**src/rtl/wb_master_pkg.sv**
```systemverilog
// Shared state encoding, command layout and sizing helper for the WISHBONE command bridge.
package wb_master_pkg;

    localparam int PKG_DATA_W = 32;
    localparam int PKG_ADDR_W = 12;

    typedef enum logic [1:0] {
        IDLE = 2'd0,
        BUS  = 2'd1,
        RESP = 2'd2
    } state_t;

    typedef struct packed {
        logic                      we;
        logic [PKG_ADDR_W-3:0]     adr;
        logic [PKG_DATA_W/8-1:0]   sel;
        logic [PKG_DATA_W-1:0]     dat;
    } cmd_t;

    // Width of one queued command {we, word address, byte selects, data}.
    function automatic int cmd_width(input int data_w, input int addr_w);
        return 1 + (addr_w - 2) + data_w / 8 + data_w;
    endfunction

endpackage

```
**src/rtl/wb_cmd_fifo.sv**
```systemverilog
// Synchronous command FIFO; pointers carry one extra wrap bit to tell full from empty.
module wb_cmd_fifo
    import wb_master_pkg::*;
#(
    parameter int WIDTH = 8,
    parameter int DEPTH = 4
) (
    input  logic             clk,
    input  logic             srst,
    input  logic             push,
    input  logic             pop,
    input  logic [WIDTH-1:0] din,
    output logic [WIDTH-1:0] dout,
    output logic             full,
    output logic             empty
);

    localparam int PTR_W = $clog2(DEPTH);
    localparam logic [PTR_W:0] PTR_ONE = 1;

    logic [WIDTH-1:0] mem [DEPTH];
    logic [PTR_W:0]   wr_ptr_reg;
    logic [PTR_W:0]   rd_ptr_reg;
    logic             do_push;
    logic             do_pop;

    assign full    = (wr_ptr_reg[PTR_W] != rd_ptr_reg[PTR_W]) &&
                     (wr_ptr_reg[PTR_W-1:0] == rd_ptr_reg[PTR_W-1:0]);
    assign empty   = (wr_ptr_reg == rd_ptr_reg);
    assign do_push = push && !full;
    assign do_pop  = pop && !empty;

    always_ff @(posedge clk) begin
        if (srst) begin
            wr_ptr_reg <= '0;
            rd_ptr_reg <= '0;
        end else begin
            if (do_push) wr_ptr_reg <= wr_ptr_reg + PTR_ONE;
            if (do_pop)  rd_ptr_reg <= rd_ptr_reg + PTR_ONE;
        end
    end

    always_ff @(posedge clk) begin
        if (do_push) mem[wr_ptr_reg[PTR_W-1:0]] <= din;
    end

    // Head entry is visible combinationally so IDLE can pop and load in one edge.
    assign dout = mem[rd_ptr_reg[PTR_W-1:0]];

endmodule

```
**src/rtl/wb_master_bridge.sv**
```systemverilog
// WISHBONE classic-cycle master: queued commands in, one bus cycle each, responses out.
// Optional bus-cycle timeout is built only when WB_TIMEOUT_EN is defined.
module wb_master_bridge
    import wb_master_pkg::*;
#(
    parameter int DATA_W         = 32,
    parameter int ADDR_W         = 12,
    parameter int CMD_DEPTH      = 4,
    parameter int TIMEOUT_CYCLES = 16
) (
    input  logic                wb_clk_i,
    input  logic                wb_rst_i,
    input  logic                cmd_valid_i,
    output logic                cmd_ready_o,
    input  logic                cmd_we_i,
    input  logic [ADDR_W-3:0]   cmd_adr_i,
    input  logic [DATA_W/8-1:0] cmd_sel_i,
    input  logic [DATA_W-1:0]   cmd_dat_i,
    output logic                rsp_valid_o,
    input  logic                rsp_ready_i,
    output logic [DATA_W-1:0]   rsp_dat_o,
    output logic                rsp_err_o,
    output logic                rsp_tmo_o,
    output logic [ADDR_W-3:0]   wb_adr_o,
    output logic [DATA_W-1:0]   wb_dat_o,
    output logic [DATA_W/8-1:0] wb_sel_o,
    output logic                wb_we_o,
    output logic                wb_cyc_o,
    output logic                wb_stb_o,
    input  logic [DATA_W-1:0]   wb_dat_i,
    input  logic                wb_ack_i,
    input  logic                wb_err_i
);

    localparam int AW      = ADDR_W - 2;
    localparam int SW      = DATA_W / 8;
    localparam int ENTRY_W = cmd_width(DATA_W, ADDR_W);

    generate
        if (DATA_W < 8 || (DATA_W % 8) != 0) begin : g_bad_data_w
            $error("DATA_W must be a non-zero multiple of 8");
        end
        if (ADDR_W < 3) begin : g_bad_addr_w
            $error("ADDR_W must leave at least one word-address bit");
        end
        if (CMD_DEPTH < 2 || (CMD_DEPTH & (CMD_DEPTH - 1)) != 0) begin : g_bad_depth
            $error("CMD_DEPTH must be a power of two and at least 2");
        end
        if (TIMEOUT_CYCLES < 1) begin : g_bad_timeout
            $error("TIMEOUT_CYCLES must be at least 1");
        end
    endgenerate

    logic [ENTRY_W-1:0] fifo_din;
    logic [ENTRY_W-1:0] fifo_dout;
    logic               fifo_full;
    logic               fifo_empty;
    logic               fifo_pop;

    state_t             state_reg, state_next;
    logic [AW-1:0]      adr_reg, adr_next;
    logic [DATA_W-1:0]  dat_reg, dat_next;
    logic [SW-1:0]      sel_reg, sel_next;
    logic               we_reg, we_next;
    logic               cyc_reg, cyc_next;
    logic [DATA_W-1:0]  rsp_dat_reg, rsp_dat_next;
    logic               rsp_err_reg, rsp_err_next;

    // Ready is forced low during reset so nothing is accepted into a FIFO being flushed.
    assign cmd_ready_o = !fifo_full && !wb_rst_i;
    assign fifo_din    = {cmd_we_i, cmd_adr_i, cmd_sel_i, cmd_dat_i};

    wb_cmd_fifo #(
        .WIDTH (ENTRY_W),
        .DEPTH (CMD_DEPTH)
    ) u_cmd_fifo (
        .clk   (wb_clk_i),
        .srst  (wb_rst_i),
        .push  (cmd_valid_i && cmd_ready_o),
        .pop   (fifo_pop),
        .din   (fifo_din),
        .dout  (fifo_dout),
        .full  (fifo_full),
        .empty (fifo_empty)
    );

`ifdef WB_TIMEOUT_EN
    localparam int TMO_W = $clog2(TIMEOUT_CYCLES + 1);
    localparam logic [TMO_W-1:0] TMO_LAST = TMO_W'(TIMEOUT_CYCLES - 1);
    localparam logic [TMO_W-1:0] TMO_ONE  = 1;

    logic [TMO_W-1:0] tmo_cnt_reg, tmo_cnt_next;
    logic             rsp_tmo_reg, rsp_tmo_next;
    logic             tmo_expired;

    // Counter holds the number of BUS cycles already completed; the last one expires.
    assign tmo_expired = (tmo_cnt_reg == TMO_LAST);
    assign rsp_tmo_o   = rsp_tmo_reg;
`else
    assign rsp_tmo_o   = 1'b0;
`endif

    always_comb begin
        state_next   = state_reg;
        adr_next     = adr_reg;
        dat_next     = dat_reg;
        sel_next     = sel_reg;
        we_next      = we_reg;
        cyc_next     = cyc_reg;
        rsp_dat_next = rsp_dat_reg;
        rsp_err_next = rsp_err_reg;
        fifo_pop     = 1'b0;
`ifdef WB_TIMEOUT_EN
        tmo_cnt_next = tmo_cnt_reg;
        rsp_tmo_next = rsp_tmo_reg;
`endif
        case (state_reg)
            IDLE: begin
                if (!fifo_empty) begin
                    fifo_pop   = 1'b1;
                    {we_next, adr_next, sel_next, dat_next} = fifo_dout;
                    cyc_next   = 1'b1;
                    state_next = BUS;
`ifdef WB_TIMEOUT_EN
                    tmo_cnt_next = '0;
                    rsp_tmo_next = 1'b0;
`endif
                end
            end
            BUS: begin
`ifdef WB_TIMEOUT_EN
                tmo_cnt_next = tmo_cnt_reg + TMO_ONE;
`endif
                // Error outranks a simultaneous acknowledge, and both outrank expiry.
                if (cyc_reg && wb_err_i) begin
                    cyc_next     = 1'b0;
                    rsp_err_next = 1'b1;
                    rsp_dat_next = '0;
                    state_next   = RESP;
                end else if (cyc_reg && wb_ack_i) begin
                    cyc_next     = 1'b0;
                    rsp_err_next = 1'b0;
                    rsp_dat_next = we_reg ? '0 : wb_dat_i;
                    state_next   = RESP;
                end
`ifdef WB_TIMEOUT_EN
                else if (tmo_expired) begin
                    cyc_next     = 1'b0;
                    rsp_err_next = 1'b1;
                    rsp_tmo_next = 1'b1;
                    rsp_dat_next = '0;
                    state_next   = RESP;
                end
`endif
            end
            RESP: begin
                if (rsp_ready_i) state_next = IDLE;
            end
            default: state_next = IDLE;
        endcase
    end

    always_ff @(posedge wb_clk_i) begin
        if (wb_rst_i) begin
            state_reg   <= IDLE;
            adr_reg     <= '0;
            dat_reg     <= '0;
            sel_reg     <= '0;
            we_reg      <= 1'b0;
            cyc_reg     <= 1'b0;
            rsp_dat_reg <= '0;
            rsp_err_reg <= 1'b0;
`ifdef WB_TIMEOUT_EN
            tmo_cnt_reg <= '0;
            rsp_tmo_reg <= 1'b0;
`endif
        end else begin
            state_reg   <= state_next;
            adr_reg     <= adr_next;
            dat_reg     <= dat_next;
            sel_reg     <= sel_next;
            we_reg      <= we_next;
            cyc_reg     <= cyc_next;
            rsp_dat_reg <= rsp_dat_next;
            rsp_err_reg <= rsp_err_next;
`ifdef WB_TIMEOUT_EN
            tmo_cnt_reg <= tmo_cnt_next;
            rsp_tmo_reg <= rsp_tmo_next;
`endif
        end
    end

    assign wb_adr_o    = adr_reg;
    assign wb_dat_o    = dat_reg;
    assign wb_sel_o    = sel_reg;
    assign wb_we_o     = we_reg;
    assign wb_cyc_o    = cyc_reg;
    assign wb_stb_o    = cyc_reg;
    assign rsp_valid_o = (state_reg == RESP);
    assign rsp_dat_o   = rsp_dat_reg;
    assign rsp_err_o   = rsp_err_reg;

endmodule

```
**config.mk**
```make
export PLATFORM = sky130hd
export DESIGN_NAME = wb_master_bridge
export DESIGN_NICKNAME = d
export VERILOG_FILES = /design/src/rtl/wb_master_pkg.sv /design/src/rtl/wb_cmd_fifo.sv /design/src/rtl/wb_master_bridge.sv
export SDC_FILE = /design/constraint.sdc
export NUM_CORES = 1
export LEC_CHECK = 0
export ABC_CLOCK_PERIOD_IN_PS = 9850
export CORE_MARGIN = 1.5
export CORE_UTILIZATION = 40
export CTS_CLUSTER_DIAMETER = 100
export CTS_CLUSTER_SIZE = 30
export DETAILED_ROUTE_END_ITERATION = 10
export PLACE_DENSITY = 0.6
export SYNTH_ARGS = -nofsm -noshare
export SYNTH_HDL_FRONTEND = slang
export SYNTH_SLANG_ARGS = --single-unit
```
**constraint.sdc**
```tcl
create_clock -name wb_clk_i -period 9.85 [get_ports wb_clk_i]
set_clock_uncertainty 0.2 [all_clocks]
set_input_delay 1.97 -clock wb_clk_i [delete_from_list [all_inputs] [get_ports wb_clk_i]]
set_output_delay 1.97 -clock wb_clk_i [all_outputs]
set_load 0.02 [all_outputs]
```
Word level (Yosys, flattened, before mapping)
Memories as Yosys holds them, arrays and structs flattened. A register that Yosys moved wholly into a read port is not among the register bits.
Cells that the tools add are included.
- word-level logic and storage cells: 52
- memories: 1
- output and inout bits: 85
- latch bits: 0
- bits in writable memories: 188
- flip-flop bits (word level): 42
- memory bits (read-only): 0
- bits of input ports: 85
- memory list (name ; words ; width ; read ports ; clocked after Yosys merged registers in ; wr ports ; RTL line ; RTL):
    u_cmd_fifo.mem ; 4 ; 47 ; 1 ; 1 ; 1 ; wb_cmd_fifo.sv:21 ; logic [WIDTH-1:0] mem [DEPTH];
- bitwise operators: 1
- reduce and logical (&&, ||, !) cells: 17
- multiplexer cells: 17
- equality and inequality tests: 8
- shift-type cells: 0
- $lt $le $gt $ge: 0
- divide/modulo/power cells: 0
- multipliers: 0
- $add $sub $neg: 2
- operator list (cell ; count):
    32-bit 2-to-1 mux ; 3
    1-bit 2-to-1 mux ; 8
    2-bit 2-to-1 mux ; 4
    1-bit logical AND ; 7
    3-bit by 1-bit adder with 3-bit output (second input constant) ; 2
    2-bit case mux with 3 select lines ; 1
    3-bit AND reduction ; 2
    2-bit AND reduction ; 2
    2-bit nonzero test ; 2
    3-bit equality test ; 1
    1-bit logical NOT ; 3
    3-bit inequality test (second input constant) ; 1
    2-bit by 1-bit equality test with 1-bit output (second input constant) ; 1
    2-bit equality test ; 1
    2-bit equality test (second input constant) ; 1
    2-bit logical NOT ; 1
    2-bit by 1-bit inequality test with 1-bit output (second input constant) ; 1
    2-bit inequality test (second input constant) ; 1
    1-bit case mux with 2 select lines ; 1
    1-bit inequality test ; 1
    1-bit NOT ; 1

Longest topological paths before layout
Gate-level depths: netlist of run 1.
- depth after elaboration: 8
- gate-level depth with buffers: 6
- depth with buffers taken out: 4

Hierarchy
Synthesis of run 1 repeated with hierarchy kept, for this count alone.
- cell total of the unflattened synthesis: 683
- area total of the unflattened synthesis: 10520.1 um^2
- by module, submodules not included (module ; sequential area each (um^2) ; cells an instance ; area an instance (um^2) ; times used):
    wb_cmd_fifo ; 5805.6 ; 313 ; 7340.8 ; 1
    wb_master_bridge ; 1661.6 ; 370 ; 3179.3 ; 1

Worst setup path before layout of run 1
OpenSTA, ideal clock, no wires.
- kind: input to register
- from: input wb_rst_i
- to: memory u_cmd_fifo.mem[0][0] in the netlist's numbering, enable pin
- path slack: 3.102 ns
- required time: 9.130 ns
- setup time: 0.520 ns
- stages on the path: 4
- path buffers: 3
- arrival time: 6.028 ns
- path through: clkbuf_1 -> buf_2 -> buf_1 -> nor3b_1
- longest elaborated chain between the ends: 6
- RTL lines (item ; RTL line ; RTL):
    start, declared ; wb_master_bridge.sv:12 ; input logic wb_rst_i,
    1-bit logical NOT ; wb_master_bridge.sv:70 ; assign cmd_ready_o = !fifo_full && !wb_rst_i;
    1-bit logical AND ; wb_master_bridge.sv:70 ;
    1-bit logical AND ; wb_master_bridge.sv:79 ; .push (cmd_valid_i && cmd_ready_o),
    1-bit logical AND ; wb_cmd_fifo.sv:30 ; assign do_push = push && !full;
    1-bit 2-to-1 mux ; wb_cmd_fifo.sv:44 ; if (do_push) mem[wr_ptr_reg[PTR_W-1:0]] <= din;
    1-bit 2-to-1 mux (not written as such) ; wb_cmd_fifo.sv:44 ;
    end, declared ; wb_cmd_fifo.sv:21 ;
Every way passes these cells.

Final worst setup path of run 1
- from: input wb_rst_i
- to: output cmd_ready_o
- longest elaborated chain between the ends: 2
- RTL lines (item ; RTL line ; RTL):
    1-bit logical NOT ; wb_master_bridge.sv:70 ;
    1-bit logical AND ; wb_master_bridge.sv:70 ;
    end, declared ; wb_master_bridge.sv:14 ; output logic cmd_ready_o,
Every way passes these cells.

==> flow_summary.ini, run 1 <==
[status]
outcome = finished, final reports clean

[placement]
placed_area_um2 = 12800
hpwl_mm = 13.3
place_congestion = 0.835
dp_cells = 1149
port_buffers = 168

[global_route]
antenna_found_initial = 0
grt_max_degree = 78
overflow = 0
grt_pass1_wl_mm = 34.1
grt_pass1_vias = 6202
track_usage_pct = 15.6

[clock_tree]
path_clk_slew_ns = 0.11
cts_setup_buffers = 0
cts-root-buf = clkbuf_16
clk_latency_ns = 0.49
cts_max_path_buffers = 3
clock_sinks = 277
cts_resized = 0
htree_levels = 1
ctsHoldBuffers = 0
cts_buffers = 13
cts_tree = built

[sta]
maxSlewHeadroom_pct = 14.0
final-hold-violation-count = 0
final-setup-viol-count = 0
drv_slew = 0
fin_crit_sh_pct = 55.3
worst_pin_slew_ns = 1.29
max_freq_mhz = 183
timing.hold.ws_ns = 0.279
rsz0062_at_grt = no
period_needed_ns = 5.45
tns_ns = 0

[die]
num_io_pins = 170
fp.dieH_um = 168
dieArea_um2 = 28100
core-area_um2 = 26700
die_x_um = 168
rows = 60
floorplan.initialDensity_pct = 40.5

[yosys]
avgSynthCellArea_um2 = 15.9
syn_inst = 679
synth_nets = 769
synth_cell_types = 38
syn_area_um2 = 10800
yosysWarnings = 0
seq_area_frac_synth_pct = 68.6
ys_seq_elements = 277

[finish]
final_common_cell = edfxtp_1
fin_cells = 1170
fin_area_um2 = 13200
largest_register_ff_count = 188
drive_gt1_share_pct = 11.0
antenna_cells = 0
nets = 913
final_util_pct = 49.3
syn_to_final_growth_pct = 21.8
mostFrequentLayoutCells = edfxtp_1 (188), clkdlybuf4s50_1 (167), nand2b_1 (99), dfxtp_1 (87), mux2i_1 (49)
nFillCells = 2249

[power]
ir_worst_vdd_v = 0.000132
power.leakage_nw = 4.33
power_density_nw_per_um2 = 235

[drt]
drtPass1Iterations = 4
post_drt_wl_per_cell_um = 18.7
drc_errors = 0
viasPerCell = 5.22
drt_iter0_drc = 446
drtAntennaViolNets = 0
drt_wl_total_mm = 21.9
vias = 6113

[setup_path]
cp.arrival_ns = 3.28
start_kind = input pin
crit_type = input pin to output pin
endpoint_kind = output pin
cp_top_family = buffers and inverters
cp.required_ns = 7.68
cpPeakStageDelay_ns = 0.69
timing.critical_path.cells = buf_4 > a31oi_1 > clkdlybuf4s50_1
cp_max_fo = 77
crit_buf_inv = 2
cpMaxStageDelayCell = clkdlybuf4s50_1

[worst_hold_path]
hold_class = flop to flop

[run]
drv_cap = 0
layer usage:
| layer | up-vias | global-route usage, % | wire length, µm |
|---|---|---|---|
| met2 | 172 | 28.3 | 11300 |
| li1 | 2842 | - | - |
| met4 | 0 | 3.09 | 273 |
| met3 | 22 | 2.91 | 1210 |
| met1 | 3077 | 19.4 | 9120 |
| met5 | - | 0 | 0 |
worst register-to-register path, delay by kind of cell, from the launching register on:
kind                   cells  cell delay [ns]
AND/OR/NAND/NOR            1             0.09
buffers and inverters      2             1.21
XOR/XNOR                   1             0.31
flip-flops                 1             0.35
AO/OA/AOI/OAI              1             0.73
per-stage QoR:
stage	setup WS (ns)	total power, mW
detailed placement	4.37	2.55
CTS	4.38	3.16
global placement	4.43	2.53
floorplan	3.10	2.16
global route	4.32	3.26
finish	4.40	3.10
area by class of cell:
cell class              instances  area (µm²)  share of cell area (%)
inverters                       5        18.8                   0.142
clock buffers                  19         348                    2.64
flip-flops and latches        277        7430                    56.4
well taps                     341         427                    3.23
multi-input cells             345        3150                    23.9
repair buffers                181        1780                    13.5
clock inverters                 2        35.0                   0.266
cell usage after synthesis:
cell type  number  area (µm²)
nor3b_1         4        30.0
mux2_2          2        22.5
o31a_1          2        17.5
a211o_1         2        17.5
nand2_1         3        11.3
nor2_1          6        22.5
xor2_2          3        48.8
mux2i_1        49         490
o31ai_1         2        15.0
buf_2           9        45.0
o21ai_0        34         170
ha_1            5        62.6
o31ai_4         1        21.3
a311o_1         1        10.0
buf_1           2        7.51
nand3_1         2        10.0
o311ai_1        1        8.76
nand2b_1       99         619
conb_1          1        3.75
buf_4           6        45.0
edfxtp_1      188        5650
o311ai_0        1        8.76
nor4bb_1        1        10.0
inv_1           5        18.8
xnor2_1         3        26.3
dfxtp_1        89        1780
a21oi_1        36         180
o221a_2         1        11.3
or2_2           1        6.26
nor2b_1         2        12.5
nand4_1        32         200
buf_6           3        33.8
and3b_1         1        8.76
mux4_2         47        1060
clkbuf_1       32         120
nand3b_1        1        7.51
a31oi_1         1        6.26
or4b_1          1        10.0
path summary, 6_finish.rpt:
path / startpoint / endpoint / slack [ns] / cells after the start
worst min register to register: wb_dat_o[15] / wb_dat_o[15] / 0.28 / 2
worst max register to register: u_cmd_fifo.rd_ptr_reg[0] / u_cmd_fifo.mem[3][26] / 6.59 / 5
worst min-delay path: wb_dat_o[15] / wb_dat_o[15] / 0.28 / 2
worst max-delay path: wb_rst_i / cmd_ready_o / 4.40 / 3
report_power, final:
part	switching [mW]	internal, mW	leakage (nW)
sequential	0.0919	1.39	2.43
combinational	0.526	0.491	1.72
clock	0.347	0.256	0.179
cells by family (layout without fill, tap and decap cells):
family | count (synthesis) | in the layout | share of synthesized area, %
multiplexers | 98 | 98 | 14.5
AO/OA/AOI/OAI | 82 | 82 | 4.31
other | 1 | 1 | 0.0346
XOR/XNOR | 6 | 6 | 0.694
adder cells (fa/ha/maj) | 5 | 5 | 0.578
flip-flops | 277 | 277 | 68.6
buffers and inverters | 57 | 207 | 2.50
AND/OR/NAND/NOR | 153 | 153 | 8.76
(Power assumes the default switching activity.)
==> run 2: changes to the inputs <==
--- a/config.mk
+++ b/config.mk
@@ -5,7 +5,7 @@
 export SDC_FILE = /design/constraint.sdc
 export NUM_CORES = 1
 export LEC_CHECK = 0
-export ABC_CLOCK_PERIOD_IN_PS = 9850
+export ABC_CLOCK_PERIOD_IN_PS = 5300
 export CORE_MARGIN = 1.5
 export CORE_UTILIZATION = 40
 export CTS_CLUSTER_DIAMETER = 100
==> constraint.sdc (replaced) <==
create_clock -name wb_clk_i -period 5.3 [get_ports wb_clk_i]
set_clock_uncertainty 0.2 [all_clocks]
set_input_delay 1.06 -clock wb_clk_i [delete_from_list [all_inputs] [get_ports wb_clk_i]]
set_output_delay 1.06 -clock wb_clk_i [all_outputs]
set_load 0.02 [all_outputs]
==> flow_summary.ini, run 2 (synthesis gave the netlist of run 1 again) <==
[drt]
viasPerCell = 5.26
drc_errors = 0
drt_iter0_drc = 540
drt_wl_total_mm = 21.9
vias = 6149
drtPass1Iterations = 4
drtAntennaViolNets = 0
post_drt_wl_per_cell_um = 18.7

[worst_hold_path]
hold_class = flop to flop
hold_depth = 2

[finish]
fin_cells = 1168
mostFrequentLayoutCells = edfxtp_1 (188), clkdlybuf4s50_1 (167), nand2b_1 (99), dfxtp_1 (87), mux2i_1 (49)
final_common_cell = edfxtp_1
antenna_cells = 0
nets = 911
largest_register_ff_count = 188
drive_gt1_share_pct = 10.8
syn_to_final_growth_pct = 22.0

[power]
pwr-share-clk_pct = 19.3
p_sw_share_pct = 30.9
ir_worst_vdd_v = 0.000217
power.leakage_nw = 4.33
p_seq_share_pct = 48.9
p_sw_mw = 1.78
p_comb_share_pct = 31.8
power.internal_mw = 3.98
power_density_nw_per_um2 = 436

[sta]
fin_crit_sh_pct = 74.7
final-setup-viol-count = 0
rsz0062_at_grt = no
max_freq_mhz = 252
worst_pin_slew_ns = 1.33
maxSlewHeadroom_pct = 11.3
final-hold-violation-count = 0
period_needed_ns = 3.96
timing.hold.ws_ns = 0.282
drv_slew = 0

[die]
fp.dieH_um = 168
rows = 60
die_x_um = 168
core-area_um2 = 26700
dieArea_um2 = 28100
floorplan.initialDensity_pct = 40.5
num_io_pins = 170

[clock_tree]
path_clk_slew_ns = 0.11
clock_sinks = 277
cts_max_path_buffers = 3
htree_levels = 1
cts_resized = 0
ctsHoldBuffers = 0
cts-root-buf = clkbuf_16
cts_setup_buffers = 0
cts_tree = built
cts_buffers = 13
clk_latency_ns = 0.48

[setup_path]
crit_type = flop to output pin
cp.required_ns = 4.04
cp_max_fo = 27
endpoint_kind = output pin
r2r_cells = 4
cp.arrival_ns = 2.70
start_kind = flop
reg2reg_slack_ns = 2.10

[placement]
port_buffers = 168
dp_cells = 1147
place_congestion = 0.849
hpwl_mm = 14.1

[global_route]
top_usage_layer = met2
antenna_found_initial = 0
overflow = 0
grt_use_met1_pct = 18.5
grt_max_degree = 132
grt_pass1_wl_mm = 34.6
use_met3_pct = 2.84
track_usage_pct = 15.7
grt_pass1_vias = 6313
use_met2_pct = 29.5

[run]
drv_cap = 0

[status]
outcome = finished, final reports clean
-- run 2: changes by cell type in the layout (fill, tap and decap cells not counted) --
cell / before / now
buf_12: 0 / 3
buf_4: 14 / 9
clkinv_16: 1 / 0
clkinvlp_2: 1 / 0
inv_12: 0 / 1
inv_8: 0 / 1
-- run 2: cell type report --
cell class	count	area, µm²
well taps	341	427
flip-flops and latches	277	7430
clock inverters	2	27.5
multi-input cells	345	3150
fillers	2278	13500
repair buffers	179	1800
clock buffers	19	348
inverters	5	18.8
-- run 2: through the flow --
| stage | instance area [µm²] | setup slack [ns] | utilization [%] | power (mW) | setup TNS (ns) |
|---|---|---|---|---|---|
| after global routing | 13200 | 1.20 | 49.4 | 6.06 | 0 |
| after CTS | 13200 | 1.27 | 49.4 | 5.85 | 0 |
| final | 13200 | 1.34 | 49.4 | 5.76 | 0 |
| after floorplan | 10800 | -0.538 | - | 4.02 | -99.39 |
| after detailed placement | 12800 | 1.74 | 48.0 | 4.73 | 0 |
| after global placement | 12800 | 1.77 | 48.0 | 4.68 | 0 |
-- run 2: layer usage --
metal  vias up  share of wire [%]
li1       2840                  -
met1      3105                 40
met2       180                 53
met3        24                5.7
met4         0                1.3
met5         -                  0
-- run 2: worst max-delay path, cell delays in order (launching register included) --
cell and delay (ns):
dfxtp_2 0.89, xnor2_1 0.31, a31oi_1 0.35, clkdlybuf4s50_1 0.67
-- run 2: worst paths after layout --
path                                          startpoint               endpoint
worst min register to register              wb_dat_o[15]           wb_dat_o[15]
worst max-delay path            u_cmd_fifo.rd_ptr_reg[1]            cmd_ready_o
worst min-delay path                        wb_dat_o[15]           wb_dat_o[15]
worst max register to register  u_cmd_fifo.rd_ptr_reg[1]  u_cmd_fifo.mem[3][26]
-- run 2: power groups by stage --
stage / combinational (mW) / clock [mW] / sequential, mW
after detailed placement: 1.86 / 0 / 2.87
after CTS: 1.86 / 1.16 / 2.82
final: 1.83 / 1.11 / 2.81
after floorplan: 1.00 / 0 / 3.01
after global placement: 1.84 / 0 / 2.85
after global routing: 1.96 / 1.24 / 2.86
==> run 3: changes to the inputs <==
--- a/config.mk
+++ b/config.mk
@@ -5,13 +5,13 @@
 export SDC_FILE = /design/constraint.sdc
 export NUM_CORES = 1
 export LEC_CHECK = 0
-export ABC_CLOCK_PERIOD_IN_PS = 5300
+export ABC_CLOCK_PERIOD_IN_PS = 3600
 export CORE_MARGIN = 1.5
 export CORE_UTILIZATION = 40
 export CTS_CLUSTER_DIAMETER = 100
 export CTS_CLUSTER_SIZE = 30
 export DETAILED_ROUTE_END_ITERATION = 10
-export PLACE_DENSITY = 0.6
+export PLACE_DENSITY = 0.63
 export SYNTH_ARGS = -nofsm -noshare
 export SYNTH_HDL_FRONTEND = slang
 export SYNTH_SLANG_ARGS = --single-unit
==> constraint.sdc (replaced) <==
create_clock -name wb_clk_i -period 3.6 [get_ports wb_clk_i]
set_clock_uncertainty 0.2 [all_clocks]
set_input_delay 0.72 -clock wb_clk_i [delete_from_list [all_inputs] [get_ports wb_clk_i]]
set_output_delay 0.72 -clock wb_clk_i [all_outputs]
set_load 0.02 [all_outputs]
==> flow_summary.ini, run 3 (synthesis gave the netlist of run 1 again) <==
[status]
outcome = finished, final reports clean

[sta]
max_freq_mhz = 319
maxSlewHeadroom_pct = 41.3
drv_slew = 0
final-hold-violation-count = 0
period_needed_ns = 3.14
fin_crit_sh_pct = 87.1
rsz0062_at_grt = no
worst_pin_slew_ns = 0.880
tns_ns = 0
final-setup-viol-count = 0

[finish]
mostFrequentLayoutCells = edfxtp_1 (188), clkdlybuf4s50_1 (167), nand2b_1 (99), dfxtp_1 (87), mux2i_1 (49)
final_util_pct = 49.7
drive_gt1_share_pct = 11.7
nets = 919
largest_register_ff_count = 188
regArea_um2 = 7430
multi_input_area_um2 = 3180
fin_cells = 1177
final_common_cell = edfxtp_1
nFillCells = 2256
syn_to_final_growth_pct = 22.6

[power]
p_seq_share_pct = 47.4
power.leakage_nw = 4.39
ir_worst_vdd_v = 0.000411
total_power_mw = 8.54
power_density_nw_per_um2 = 644
p_comb_share_pct = 32.5
p_sw_share_pct = 30.5
p_sw_mw = 2.61
pwr-share-clk_pct = 20.0
power.internal_mw = 5.94

[placement]
dp_cells = 1155
hpwl_mm = 13.7
place_congestion = 0.742
port_buffers = 168

[setup_path]
crit_buf_inv = 1
crit_type = flop to output pin
cp.arrival_ns = 2.22
cpMaxStageDelayCell = clkdlybuf4s50_1
cpPeakStageDelay_ns = 0.67
cp.required_ns = 2.68
r2r_cells = 5
cp_max_fo = 16
timing.critical_path.cells = xnor2_1 > a31oi_1 > clkdlybuf4s50_1
r2r_start = u_cmd_fifo.rd_ptr_reg[1]
cp_top_family = buffers and inverters
r2r_end = u_cmd_fifo.mem[1][24]
endpoint_kind = output pin
reg2reg_slack_ns = 1.06
start_kind = flop

[die]
fp.dieH_um = 168
floorplan.initialDensity_pct = 40.5
core-area_um2 = 26700
dieArea_um2 = 28100
num_io_pins = 170
rows = 60
die_x_um = 168

[worst_hold_path]
hold_class = flop to flop
hp-start = rsp_dat_o[3]
hold_depth = 2
worst_hold_path.endpoint = rsp_dat_o[3]

[global_route]
overflow = 0
track_usage_pct = 15.1
grt_pass1_wl_mm = 33.5
grt_max_degree = 90
antenna_found_initial = 1
grt_pass1_vias = 5995

[clock_tree]
cts_setup_buffers = 0
clock_sinks = 277
cts_tree = built
cts_buffers = 13
ctsHoldBuffers = 0
cts_max_path_buffers = 3
htree_levels = 1
clk_latency_ns = 0.48
cts-root-buf = clkbuf_16
path_clk_slew_ns = 0.11
cts_resized = 0

[drt]
drt_iter0_drc = 504
drc_errors = 0
viasPerCell = 5.10
drtAntennaViolNets = 0
drt_wl_total_mm = 21.6
post_drt_wl_per_cell_um = 18.3
drtPass1Iterations = 4
vias = 5997

[run]
drv_cap = 0
run 3: cell type report:
cell class                 instances  share of cell area [%]
multi-input combinational        345                    23.9
sequential                       277                    56.0
antenna                            1                  0.0188
inverter                           5                   0.141
clock buffer                      18                    2.59
tap                              341                    3.21
timing repair buffer             187                    13.7
clock inverter                     3                   0.405
run 3: worst register-to-register path, stage by stage, from the launching register on:
cell     delay, ns
dfxtp_2       0.65
xor2_2        0.32
o31ai_1       0.13
buf_4         0.19
nor3b_4       0.20
buf_4         0.47
run 3: worst max path at each step:
stage,from,end,slack [ns],cells after the start
floorplan,wb_rst_i,u_cmd_fifo.mem[0][0],-0.27,4
global placement,cmd_valid_i,u_cmd_fifo.mem[1][5],0.78,5
detailed placement,cmd_valid_i,u_cmd_fifo.mem[1][23],0.78,5
CTS,u_cmd_fifo.rd_ptr_reg[1],cmd_ready_o,0.44,3
global route,u_cmd_fifo.rd_ptr_reg[1],cmd_ready_o,0.34,3
finish,u_cmd_fifo.rd_ptr_reg[1],cmd_ready_o,0.46,3
run 3: power by group through the flow:
stage | logic, mW | clock network (mW) | registers, mW
after floorplan | 1.48 | 0 | 4.43
after global placement | 2.83 | 0 | 4.12
after detailed placement | 2.82 | 0 | 4.13
after CTS | 2.84 | 1.78 | 4.06
after global routing | 2.99 | 1.87 | 4.11
final | 2.78 | 1.71 | 4.05
run 3: routing by layer:
layer	GRT usage [%]	up-vias	share of wire, %
met5	0	-	0
met3	2.69	13	5.7
met2	25.2	161	48
met4	2.31	0	0.86
li1	-	2852	-
met1	21.2	2971	46
run 3: per-stage QoR:
stage | instance area (µm²) | hold slack, ns | worst slack, ns
2_1_floorplan | 10800 | 0.347 | -0.267
3_3_place_gp | 12900 | 0.258 | 0.781
3_5_place_dp | 12900 | 0.265 | 0.776
4_1_cts | 13300 | 0.279 | 0.444
5_1_grt | 13300 | 0.290 | 0.342
6_report | 13300 | 0.277 | 0.464
